===== config.mk =====
export PLATFORM = sky130hd
export DESIGN_NAME = cla_pipe_adder
export DESIGN_NICKNAME = d
export VERILOG_FILES = /design/src/rtl/cla_pipe_adder.sv
export SDC_FILE = /design/constraint.sdc
export NUM_CORES = 1
export LEC_CHECK = 0
export CORE_UTILIZATION = 45
export CTS_CLUSTER_SIZE = 20
export DETAILED_ROUTE_END_ITERATION = 12
export DONT_BUFFER_PORTS = 1
export PLACE_DENSITY = 0.71
export SYNTH_ARGS = -nofsm -noshare
export SYNTH_HDL_FRONTEND = slang
export SYNTH_SLANG_ARGS = --single-unit

===== constraint.sdc =====
create_clock -name clk -period 9.1 [get_ports clk]
set_clock_uncertainty 0.1 [all_clocks]
set_input_delay 1.82 -clock clk [delete_from_list [all_inputs] [get_ports clk]]
set_output_delay 1.82 -clock clk [all_outputs]
set_load 0.05 [all_outputs]

===== src/rtl/cla_pipe_adder.sv =====
// cla_pipe_adder: pipelined carry-lookahead adder/subtractor.
// One GROUP-bit lookahead slice per stage, skewed operands, deskewed sum.
module cla_pipe_adder #(
  parameter int WIDTH = 32,
  parameter int GROUP = 8
) (
  input  logic             clk,
  input  logic             rst,
  input  logic             in_valid,
  output logic             in_ready,
  input  logic [WIDTH-1:0] A,
  input  logic [WIDTH-1:0] B,
  input  logic             Cin,
  input  logic             Sub,
  output logic             out_valid,
  input  logic             out_ready,
  output logic [WIDTH-1:0] Sum,
  output logic             Cout,
  output logic             Ovf
);

  localparam int NSTAGE = WIDTH / GROUP;

  // Level 0 holds the accepted operands; level k+1 holds slice k done.
  logic [NSTAGE:0] v_q;
  logic [NSTAGE:0] c_q;
  logic [WIDTH-1:0] a_q [NSTAGE+1];
  logic [WIDTH-1:0] b_q [NSTAGE+1];
  logic [WIDTH-1:0] s_q [NSTAGE+1];
  logic [GROUP:0]   sl  [NSTAGE];

  logic             stall;
  logic [WIDTH-1:0] bx;
  logic             cx;

  function automatic logic [GROUP:0] cla_slice(
    input logic [GROUP-1:0] x,
    input logic [GROUP-1:0] y,
    input logic             ci
  );
    logic [GROUP-1:0] g;
    logic [GROUP-1:0] p;
    logic [GROUP:0]   c;
    logic             t;
    g    = x & y;
    p    = x ^ y;
    c    = '0;
    c[0] = ci;
    for (int i = 0; i < GROUP; i++) begin
      t = ci;
      for (int j = 0; j <= i; j++) t = t & p[j];
      c[i+1] = t;
      for (int j = 0; j <= i; j++) begin
        t = g[j];
        for (int m = j + 1; m <= i; m++) t = t & p[m];
        c[i+1] = c[i+1] | t;
      end
    end
    return {c[GROUP], p ^ c[GROUP-1:0]};
  endfunction

  // Handshake and effective operands
  always_comb begin
    stall    = v_q[NSTAGE] && !out_ready;
    in_ready = !stall;
    bx       = Sub ? ~B : B;
    cx       = Sub ? 1'b1 : Cin;
  end

  // Lookahead slice k works on level k operands and carry
  always_comb begin
    sl = '{default: '0};
    for (int k = 0; k < NSTAGE; k++) begin
      sl[k] = cla_slice(a_q[k][k*GROUP +: GROUP],
                        b_q[k][k*GROUP +: GROUP],
                        c_q[k]);
    end
  end

  // Pipeline advance; everything holds while the output is stalled
  always_ff @(posedge clk or posedge rst) begin
    if (rst) begin
      v_q <= '0;
      c_q <= '0;
      for (int k = 0; k <= NSTAGE; k++) begin
        a_q[k] <= '0;
        b_q[k] <= '0;
        s_q[k] <= '0;
      end
    end else if (!stall) begin
      v_q[0] <= in_valid;
      c_q[0] <= cx;
      a_q[0] <= A;
      b_q[0] <= bx;
      s_q[0] <= '0;
      for (int k = 0; k < NSTAGE; k++) begin
        v_q[k+1] <= v_q[k];
        c_q[k+1] <= sl[k][GROUP];
        a_q[k+1] <= a_q[k];
        b_q[k+1] <= b_q[k];
        s_q[k+1] <= s_q[k];
        s_q[k+1][k*GROUP +: GROUP] <= sl[k][GROUP-1:0];
      end
    end
  end

  // Result outputs read zero when no result is present
  always_comb begin
    out_valid = v_q[NSTAGE];
    Sum       = '0;
    Cout      = 1'b0;
    Ovf       = 1'b0;
    if (v_q[NSTAGE]) begin
      Sum  = s_q[NSTAGE];
      Cout = c_q[NSTAGE];
      Ovf  = (a_q[NSTAGE][WIDTH-1] == b_q[NSTAGE][WIDTH-1]) &&
             (s_q[NSTAGE][WIDTH-1] != a_q[NSTAGE][WIDTH-1]);
    end
  end

endmodule

Yosys cells after proc, flatten, opt, wreduce, memory -nomap -nowiden
Cells that the tools add are included.

Flip-flop bits (word level): 410. Input bits: 70. Output and inout bits: 36. Logic and storage cells: 328.

Equality and inequality tests: 2. Multiplexer cells: 5. Bitwise operators: 301. Reductions and logical operators: 4.

Operators by type and width (count): $and A1 B1 Y1 (144); $or A1 B1 Y1 (144); $mux W32 (2); $xor A8 B8 Y8 (8); $and A8 B8 Y8 (4); $not A32 Y32 (1); $mux W1 (3); $logic_and A1 B1 Y1 (2); $logic_not A1 Y1 (2); $eq A1 B1 Y1 (1); $ne A1 B1 Y1 (1).

Longest topological paths before layout
Word-level depth: 17. Mapped depth: 7. Gate-level depth less buffers: 7.

Worst setup path after synthesis
No wires, ideal clock.

Kind: input to output. Start point: input port out_ready. End point: output port in_ready. Arrival: 2.719 ns. Required time: 7.180 ns. Slack: 4.461 ns. Stages: 4. Path buffers: 2. Cell sequence: and2b_1 -> clkinv_1 -> clkbuf_1 -> buf_2.

Word-level cells in the longest chain between the ends: 3.

Ends and longest elaborated chain: start: declaration (RTL line 16) `input logic out_ready,`; $logic_not A1 Y1 (RTL line 64) `stall = v_q[NSTAGE] && !out_ready;`; $logic_and A1 B1 Y1 (RTL line 64); $logic_not A1 Y1; end: declaration (RTL line 10) `output logic in_ready,`.

No other way between the ends.

Worst setup path after layout
Ends and elaborated chain as after synthesis.

==> impl_metrics.toml <==
[timing]
fmax_mhz = 201
rsz0062_at_grt = "false"
maxSlewHeadroom = 0.356
worst_pin_slew_ns = 0.966
setup_tns_ns = 0
report.final.slew_viol_count = 0
period_needed_ns = 4.97
finalHoldViolations = 0
setup_viol = 0
setup_slack_ns = 4.13
post-route-period-util = 0.546
holdWs_ns = 0.356

[placement]
dpl-instance-area_mm2 = 0.0111
detailedPlacementHpwl_mm = 13.4
io_buffer_count = 0
post_place_worst_slack_ns = 4.14
numPlacedInstances = 1465
finalWeightedCongestion = 0.772

[yosys]
post_synth_inst_count = 1201
mapped_nets = 1311
synth.yosys.warnings = 0
synth.lib_cells_used.distinct = 24
avgSynthCellArea_um2 = 9.10
ys_ff_latch = 252
summed_instance_area_of_the_synthesized_netlist_mm2 = 0.0109
ys_seq_area_frac = 0.577

[grt]
grt_util_met3 = 0.0339
groute.usage.overall = 0.173
grt_use_met1 = 0.248
grt_max_degree = 107
top_usage_layer = "met2"
grt_met2_use = 0.268
antenna_found_initial = 0
grt_pass1_vias = 7089
grt_overflow = 0
grt_first_pass_wirelength_mm = 34.8

[clocking]
post_cts_resize_count = 0
clock_path_buffers = 3
clock-root-buffer = "clkbuf_16"
cts_inserted_buffers = 26
cts.repair_timing.setup_buffer_count = 0
clock_tree_from_tritoncts = "built"
h_tree_depth = 1
clkSlewWorstSetupHoldPaths_ns = 0.06
clk_latency_ns = 0.51
cts.hold.buffers_added = 0
clock_sinks = 252

[routing]
num_vias = 7291
drc_errors = 0
drt-vias-per-instance = 4.82
postRouteWirelength_mm = 20.6
route.antenna.remaining_nets = 0
drt-initial-drc-count = 573
average_routed_wire_per_standard_cell_um = 13.7
drt_pass1_iterations = 4

[cells_and_area]
synthToLayoutAreaGrowth_pct = 9.44
num_antenna_cells = 0
layout.filler_cells = 2197
drive_above_1_share = 0.0511
layoutNonFillerInstCount = 1512
sequential_cell_area_mm2 = 0.00631
final_core_utilization = 0.507
finalNetCount = 1284
total_area_of_multi_input_combinational_cells_mm2 = 0.00434
stdcell_area_mm2 = 0.0120

[die]
floorplan.initialDensity = 0.463
die_area_mm2 = 0.0249
die-width_um = 158
core.rowCount = 56
io-pin-count = 106
floorplan.die.height_um = 158
core_area_mm2 = 0.0236

[setup_path]
cp_data_arrival_time_ns = 3.05
critPathLaunchType = "primary input"
critPathBufInv = 1
critical_path.endpoint_type = "output port"
worstPathMaxFanout = 70
critPathSlowestCell = "and2b_4"
rrSetupSlack_ns = 5.36
crit_type = "in2out"
timing.critical_path.max_delay_family = "simple AND/OR/NAND/NOR gates"
crit_path_max_cell_delay_ns = 0.77
path_cells = "and2b_4 > inv_6"
cp_data_required_time_ns = 7.18

[power_and_ir_drop]
pwr_density_mw_per_mm2 = 388
report.power.total_mw = 4.64
p_leak_nw = 6.06
ir_drop_mv = 0.159

[flow_run]
drv_cap = 0

[outcome]
outcome = "finished, final reports clean"

[worst_hold_path]
hold_path.class = "reg2reg"
## state kept, by name, indices dropped and copies added (netlist names)
register and cells:
a_q 81, v_q 5, s_q 80, b_q 81, c_q 5
## cell families after synthesis
kind of cell             Yosys count  synth area share
adder cells (fa/ha/maj)           40            0.0485
AO/OA/AOI/OAI                    102            0.0586
flip-flops                       252             0.577
buffers and inverters             68            0.0263
AND/OR/NAND/NOR                  683             0.245
XOR/XNOR                          56            0.0449
## placed cells by master (no fill, tap or decap), types with 4 or more instances in the layout
master       n
o31ai_1      4
a21oi_1     24
xor2_1       8
ha_1        36
and2_1      34
dfrtp_1    251
xnor2_1     48
nor3_1       8
a211oi_1     4
nor2_1      25
clkinv_2    10
a31o_2       4
nand2_1    610
nand2b_1     5
fa_1         4
clkbuf_1     5
buf_4        7
o21ai_0     48
inv_1        4
a21o_1      12
clkbuf_8     4
clkbuf_16   27
## layout make-up
type | count | share of cell area
well taps | 319 | 0.0334
flip-flops and latches | 252 | 0.527
clock buffers | 36 | 0.0627
clock inverters | 11 | 0.00669
repair buffers | 7 | 0.00439
multi-input cells | 881 | 0.363
inverters | 6 | 0.00293
## routing by layer
metal | share of wire | wire, um
met1 | 0.49 | 10000
met4 | 0.019 | 386
met3 | 0.049 | 1010
met2 | 0.45 | 9230
met5 | 0 | 0
## power by group
part | internal, mW | leakage (nW) | total (mW) | switching, mW
clock | 0.601 | 0.421 | 1.02 | 0.419
combinational | 0.588 | 2.59 | 1.68 | 1.09
sequential | 1.62 | 3.05 | 1.93 | 0.310
total | 2.81 | 6.06 | 4.64 | 1.82
## path summary, 6_finish.rpt
path                            from       end  cells after the start
max reg2reg                   v_q[4]   s_q[31]                      6
max in group asynchronous        rst  b_q[151]                      2
min                           s_q[8]    s_q[8]                      2
min in group asynchronous        rst  a_q[156]                      1
min reg2reg                   s_q[8]    s_q[8]                      2
max                        out_ready  in_ready                      2
## synthesized netlist by cell type, drive strengths merged
cell type	number	area (um2)
xnor2	48	420
nor2	25	93.8
dfrtp	252	6310
nand2	610	2290
o21ai	50	250
a2111oi	4	85.1
a31o	4	35.0
clkinv	1	3.75
a21oi	24	120
nand2b	5	31.3
a211oi	4	30.0
and2b	1	7.51
fa	4	80.1
ha	36	450
clkbuf	36	135
a21o	12	90.1
nor3	8	40.0
and2	34	213
inv	5	18.8
o31ai	4	30.0
xor2	8	70.1
buf	26	130
Power figures use the tool's default switching activity.
